[config.mk]
export PLATFORM = sky130hd
export DESIGN_NAME = uart_tx_periph
export DESIGN_NICKNAME = d
export VERILOG_FILES = /design/src/rtl/uart_tx_periph.sv
export SDC_FILE = /design/constraint.sdc
export NUM_CORES = 1
export LEC_CHECK = 0
export CAP_MARGIN = 25
export CORE_MARGIN = 2
export CORE_UTILIZATION = 58
export CTS_CLUSTER_SIZE = 8
export DETAILED_ROUTE_END_ITERATION = 12
export PLACE_DENSITY = 0.85
export SETUP_SLACK_MARGIN = 0.02
export SLEW_MARGIN = 20
export SYNTH_ARGS = -nofsm -noshare
export SYNTH_HDL_FRONTEND = slang
export SYNTH_SLANG_ARGS = --single-unit
[constraint.sdc]
create_clock -name clk -period 7.1 [get_ports clk]
set_input_delay 2.13 -clock clk [delete_from_list [all_inputs] [get_ports clk]]
set_output_delay 2.13 -clock clk [all_outputs]
set_load 0.05 [all_outputs]
[src/rtl/uart_tx_periph.sv]
// uart_tx_periph: memory-mapped 8N1 UART transmitter for the picorv32 native bus.
//
// CPU stores to DATA push bytes into a TX FIFO; a bit-timing FSM drains the
// FIFO onto tx with a programmable bit period of (div+1) clocks.
//
// Register map (offset mem_addr[3:2]):
//   0 DATA   : write wstrb[0] pushes wdata[7:0]; reads 0
//   1 STATUS : {count[15:8], ovf[3], busy[2], full[1], empty[0]};
//              write wstrb[0] with wdata[3]=1 clears ovf
//   2 DIV    : 16-bit baud divisor, byte-writable via wstrb[1:0]
//   3 reserved: reads 0, writes ignored
//
// Ports:
//   clk, reset   : system clock, synchronous active-high reset
//   mem_valid    : bus request valid
//   mem_addr     : byte address
//   mem_wdata    : write data
//   mem_wstrb    : byte strobes, 0 = read
//   uart_sel     : combinational address decode (16-byte window at ADDR)
//   uart_ready   : registered one-cycle transaction completion
//   uart_rdata   : read data, 0 whenever uart_ready is low
//   tx           : registered serial output, idle high
module uart_tx_periph #(
  parameter logic [31:0] ADDR        = 32'h4000_1000,
  parameter int unsigned FIFO_DEPTH  = 8,
  parameter logic [15:0] DEFAULT_DIV = 16'd103
) (
  input  logic        clk,
  input  logic        reset,
  input  logic        mem_valid,
  input  logic [31:0] mem_addr,
  input  logic [31:0] mem_wdata,
  input  logic [3:0]  mem_wstrb,
  output logic        uart_sel,
  output logic        uart_ready,
  output logic [31:0] uart_rdata,
  output logic        tx
);

  localparam int unsigned PW = (FIFO_DEPTH > 1) ? $clog2(FIFO_DEPTH) : 1;
  localparam logic [PW:0]   FULL_CNT = FIFO_DEPTH[PW:0];
  localparam logic [PW:0]   CNT_ONE  = 1;
  localparam logic [PW-1:0] PTR_ONE  = 1;

  typedef enum logic [1:0] {
    S_IDLE,
    S_START,
    S_DATA,
    S_STOP
  } state_t;

  // Bus decode
  logic       accept;
  logic       is_wr;
  logic [1:0] reg_off;
  logic       push;
  logic       pop;
  logic       ovf_set;
  logic       ovf_clr;
  logic [31:0] rd_val;

  // Registers
  logic        ovf;
  logic [15:0] div;

  // FIFO
  logic [7:0]    fifo_mem [FIFO_DEPTH];
  logic [PW-1:0] wr_ptr;
  logic [PW-1:0] rd_ptr;
  logic [PW:0]   count;
  logic          empty;
  logic          full;
  logic [7:0]    count8;

  // Transmit FSM
  state_t      state;
  logic [7:0]  shreg;
  logic [2:0]  bit_idx;
  logic [15:0] baud_cnt;
  logic [15:0] bit_reload;
  logic        busy;

  logic unused_bits;
  assign unused_bits = ^{mem_addr[1:0], mem_wdata[31:16]};

  assign uart_sel = mem_valid && (mem_addr[31:4] == ADDR[31:4]);
  // A request is taken only in the cycle after a completion has dropped,
  // giving the fixed two-cycle request/complete handshake.
  assign accept   = uart_sel && !uart_ready;
  assign is_wr    = |mem_wstrb;
  assign reg_off  = mem_addr[3:2];

  assign empty  = (count == '0);
  assign full   = (count == FULL_CNT);
  assign count8 = 8'(count);
  assign busy   = (state != S_IDLE);

  // full is the pre-pop value, so a push into a full FIFO is dropped even
  // if the FSM frees a slot on the same edge.
  assign push    = accept && is_wr && (reg_off == 2'd0) && mem_wstrb[0] && !full;
  assign ovf_set = accept && is_wr && (reg_off == 2'd0) && mem_wstrb[0] && full;
  assign ovf_clr = accept && is_wr && (reg_off == 2'd1) && mem_wstrb[0] && mem_wdata[3];
  assign pop     = (state == S_IDLE) && !empty;

  always_comb begin
    rd_val = '0;
    unique case (reg_off)
      2'd1:    rd_val = {16'h0, count8, 4'h0, ovf, busy, full, empty};
      2'd2:    rd_val = {16'h0, div};
      default: rd_val = '0;
    endcase
  end

  // Bus response and control registers
  always_ff @(posedge clk) begin
    if (reset) begin
      uart_ready <= 1'b0;
      uart_rdata <= '0;
      ovf        <= 1'b0;
      div        <= DEFAULT_DIV;
    end else begin
      uart_ready <= accept;
      uart_rdata <= (accept && !is_wr) ? rd_val : '0;
      if (ovf_set) begin
        ovf <= 1'b1;
      end else if (ovf_clr) begin
        ovf <= 1'b0;
      end
      if (accept && is_wr && (reg_off == 2'd2)) begin
        if (mem_wstrb[0]) div[7:0]  <= mem_wdata[7:0];
        if (mem_wstrb[1]) div[15:8] <= mem_wdata[15:8];
      end
    end
  end

  // FIFO storage (no reset needed; validity is tracked by count)
  always_ff @(posedge clk) begin
    if (push) begin
      fifo_mem[wr_ptr] <= mem_wdata[7:0];
    end
  end

  always_ff @(posedge clk) begin
    if (reset) begin
      wr_ptr <= '0;
      rd_ptr <= '0;
      count  <= '0;
    end else begin
      if (push) wr_ptr <= wr_ptr + PTR_ONE;
      if (pop)  rd_ptr <= rd_ptr + PTR_ONE;
      unique case ({push, pop})
        2'b10:   count <= count + CNT_ONE;
        2'b01:   count <= count - CNT_ONE;
        default: count <= count;
      endcase
    end
  end

  // Transmit FSM. tx is registered from the current state, so each level
  // appears one clock after the state that produces it; this yields the
  // two-clock push-to-start latency and the single idle clock between frames.
  always_ff @(posedge clk) begin
    if (reset) begin
      state      <= S_IDLE;
      tx         <= 1'b1;
      shreg      <= '0;
      bit_idx    <= '0;
      baud_cnt   <= '0;
      bit_reload <= '0;
    end else begin
      unique case (state)
        S_IDLE: begin
          tx <= 1'b1;
          if (pop) begin
            shreg      <= fifo_mem[rd_ptr];
            bit_reload <= div;
            baud_cnt   <= div;
            bit_idx    <= '0;
            state      <= S_START;
          end
        end
        S_START: begin
          tx <= 1'b0;
          if (baud_cnt == '0) begin
            baud_cnt <= bit_reload;
            state    <= S_DATA;
          end else begin
            baud_cnt <= baud_cnt - 16'd1;
          end
        end
        S_DATA: begin
          tx <= shreg[0];
          if (baud_cnt == '0) begin
            baud_cnt <= bit_reload;
            shreg    <= {1'b0, shreg[7:1]};
            bit_idx  <= bit_idx + 3'd1;
            if (bit_idx == 3'd7) begin
              state <= S_STOP;
            end
          end else begin
            baud_cnt <= baud_cnt - 16'd1;
          end
        end
        S_STOP: begin
          tx <= 1'b1;
          if (baud_cnt == '0) begin
            state <= S_IDLE;
          end else begin
            baud_cnt <= baud_cnt - 16'd1;
          end
        end
      endcase
    end
  end

endmodule

==> summary.md, run 1 <==
| Metric | Value |
|---|---|
| FF-to-FF path depth | `10` |
| Startpoint class of the critical path | `input pin` |
| CTS Buffer Depth | `2` |
| Max Transition Viols Final | `0` |
| DRT Pass-1 Iters | `6` |
| Synth warnings | `0` |
| Hold-fix buffers at CTS | `0` |
| CTS tree | `built` |
| Switch Pwr | `just over 0.4 mW` |
| Footprint of the multi-input gates | `between 2000 and 3000 µm²` |
| Pre-CTS setup slack | `762 ps` |
| CTS H-tree depth | `4` |
| Hold Path Class | `register to register` |
| Routability cong. | `0.871` |
| Fin crit period | `between 6000 and 7000 ps` |
| Post-CTS sizing | `0` |
| Setup TNS | `0 ps` |
| Slew Limit Headroom | `34.1%` |
| Switching share of total power | `21.8%` |
| Die Ht | `between 100 and 150 µm` |
| Starting Density | `58.8%` |
| Clock sink count | `157` |
| Synth Cell Area | `roughly 7000 µm²` |
| P per Cell Area | `229 nW/µm²` |
| P_leak | `2.86 nW` |
| Post-CTS Setup Bufs | `0` |
| Hold depth | `2` |
| Max rail drop VDD | `0.169 mV` |
| Post-synthesis sequential area ratio | `between 50% and 60%` |
| R2R Path Start | `count[0]` |
| ANT nets after route | `0` |
| Worst EP required | `4970 ps` |
| Die W | `114 µm` |
| Final worst setup slack | `741 ps` |
| DR vias/cell | `6.33` |
| Clk slew on worst S/H paths | `60 ps` |
| Status | `finished clean` |
| CTS root buf | `clkbuf_16` |
| Post-Syn Instances | `632` |
| Max Cap Viol | `0` |
| Hold path start | `bit_reload[14]` |
| Die Footprint | `12900 µm²` |
| Largest net degree at the start of global routing | `44` |
| RSZ-0062 raised after global routing | `false` |
| Int Pwr | `between 1 and 1.5 mW` |
| Diodes inserted | `0` |
| Gr usage total | `27.9%` |
| Area delta synth->final | `18.6%` |
| Worst Hold Endpoint | `bit_reload[14]` |
| Logic pwr share | `3.6%` |
| Proportion of power drawn by the clock network | `47.0%` |
| WP data arrival | `around 4200 ps` |
| Final Setup Violations | `0` |
| Crit share post-route | `89.6%` |
| I/O Pins | `around 110` |
| Seq pwr share | `49.4%` |
| Clock Skew | `7.71 ps` |
| DR WL/cell | `20.3 µm` |
| Post-DP HPWL | `10.6 mm` |
| Initial antenna violation count | `0` |
| Slew @ Worst Pin | `984 ps` |
| Core Box Area | `11900 µm²` |
| Commonest cells after routing, fill and taps aside | `93 x dfxtp_1, 70 x clkdlybuf4s50_1, 67 x nand2_1` |
| Layout Nets | `778` |
| Synth Area per Inst | `11.0 µm²` |
| Most used DFF post-synth | `dfxtp_1` |
| Max frequency | `157 MHz` |
| First-pass GRT wire length | `27.5 mm` |
| Vias | `5389` |
| Fill cells | `~800` |
| R2R Setup Slk | `3120 ps` |
| Type of the worst setup path | `input pin to output pin` |
| CP max FO | `4` |
| FF+latch area | `3780 µm²` |
| IO Port Bufs | `71` |
| Ys async rst share | `0%` |
| Initial DRC Count | `around 570` |
| Type of destination of the critical path | `output pin` |
| Vias in the first global route | `5309` |
| Clk_lat worst skew | `430 ps` |
| EDFF count, synth | `64` |
| Synth Register Bits | `157` |
| Layout cells sized above 1 | `9.93%` |
| Row Count | `40` |
| TritonCTS Buffers | `17` |
| R2R Path End | `count[2]` |
| Commonest non-fill, non-tap cell in the layout | `dfxtp_1` |
| Hold Fails Final Rpt | `0` |
| Distinct cells, synth | `65` |
| Grt ovf | `0` |
| Drc violations | `0` |
| Detailed Route WL | `17.3 mm` |
==> logic make-up after synthesis <==
| family | share of synthesized area [%] |
|---|---|
| AO/OA/AOI/OAI | 10.8 |
| XOR/XNOR | 2.51 |
| adder cells (fa/ha/maj) | 2.69 |
| buffers and inverters | 4.97 |
| flip-flops | 54.2 |
| multiplexers | 9.34 |
| other | 0.0537 |
| AND/OR/NAND/NOR | 15.5 |
==> layout make-up <==
class | count | area share (%)
Sequential cell | 157 | 45.7
Multi-Input combinational cell | 423 | 35.1
Timing Repair Buffer | 78 | 9.37
Clock buffer | 19 | 5.23
Tap cell | 147 | 2.22
Clock inverter | 13 | 1.71
Inverter | 15 | 0.680
==> power by group through the flow <==
| stage | registers [mW] | logic (mW) | clock network [mW] |
|---|---|---|---|
| final | 0.937 | 0.0689 | 0.892 |
| after floorplan | 0.957 | 0.0373 | 0 |
| after global routing | 0.937 | 0.0728 | 0.937 |
| after global placement | 0.957 | 0.0664 | 0 |
| after detailed placement | 0.957 | 0.0681 | 0 |
| after CTS | 0.937 | 0.0684 | 0.892 |
==> through the flow <==
| step | hold slack (ps) | util, % | std cells | power, mW | area [µm²] |
|---|---|---|---|---|---|
| detailed placement | 453 | 64.9 | 819 | 1.02 | 7700 |
| global route | 477 | 69.8 | 852 | 1.95 | 8280 |
| CTS | 463 | 69.8 | 851 | 1.90 | 8270 |
| finish | 459 | 69.8 | 852 | 1.90 | 8280 |
| global placement | 440 | 64.7 | 818 | 1.02 | 7670 |
| floorplan | 432 | - | 647 | 0.994 | 7040 |
==> flip-flops by register name, summed over array words and instances, names as in the netlist, 4 cells and up, named ones only <==
name        flops
uart_rdata     16
shreg           8
bit_reload     16
div            16
count           4
fifo_mem       64
baud_cnt       16
==> critical path, cell delays in order <==
cell and delay [ps]:
clkdlybuf4s50_1 410, nor4_1 290, nand4_1 230, nor2_1 300, clkdlybuf4s50_1 870
==> worst max path at each step <==
| stage | start | endpoint | slack [ps] | depth (start not counted) |
|---|---|---|---|---|
| after floorplan | mem_addr[15] | uart_sel | 1610 | 3 |
| after global placement | mem_addr[5] | uart_sel | 780 | 5 |
| after detailed placement | mem_addr[8] | uart_sel | 760 | 5 |
| after CTS | mem_addr[8] | uart_sel | 730 | 5 |
| after global routing | mem_addr[15] | uart_sel | 550 | 5 |
| final | mem_addr[8] | uart_sel | 740 | 5 |
==> Yosys cell counts, types with 2 or more instances <==
library cell  number  share of area, %
dfxtp_1           93                27
nand2_1           67               3.6
edfxtp_1          64                28
nor2_1            59               3.2
a21oi_1           48               3.4
mux2i_1           28               4.0
clkbuf_1          19               1.0
buf_4             18               1.9
nor3_1            18               1.3
o21ai_0           17               1.2
mux4_2            16               5.2
ha_1              15               2.7
inv_1             14              0.75
xor2_1            13               1.6
o211ai_1          11               1.2
buf_2             10              0.72
and2_1             9              0.81
nor4_1             9              0.81
a22oi_1            8              0.86
nand3_1            7              0.50
or3_1              7              0.63
xnor2_1            7              0.88
nor4_2             5              0.90
nand2b_1           4              0.36
nand4_1            4              0.36
a211oi_1           3              0.32
a221oi_1           3              0.38
a32oi_1            3              0.38
buf_1              3              0.16
o21a_1             3              0.32
o41ai_1            3              0.38
a2bb2oi_1          2              0.25
a311oi_1           2              0.25
a31oi_1            2              0.18
and3_1             2              0.18
and4b_1            2              0.29
buf_6              2              0.32
nor2b_1            2              0.18
nor3_2             2              0.29
nor4b_1            2              0.25
or4_1              2              0.22
==> routing by layer <==
metal  wire, µm  global-route usage, %  part of all wire (%)  vias to the layer above
met4        473                   11.4                   2.7                        0
met1       6780                   35.8                    39                     2598
met3       1510                   6.85                   8.7                       49
met5          0                      0                     0                        -
met2       8540                   45.7                    49                      349
li1           -                      -                     -                     2393
Note: power is estimated with default switching activity, not from simulation.
==> run 2: changes to the inputs <==
--- a/config.mk
+++ b/config.mk
@@ -12,6 +12,7 @@
 export DETAILED_ROUTE_END_ITERATION = 12
 export PLACE_DENSITY = 0.85
 export SETUP_SLACK_MARGIN = 0.02
+export SKIP_LAST_GASP = 1
 export SLEW_MARGIN = 20
 export SYNTH_ARGS = -nofsm -noshare
 export SYNTH_HDL_FRONTEND = slang
==> results of run 2 <==
The final DEF is identical to that of run 1; final timing and power are the same.
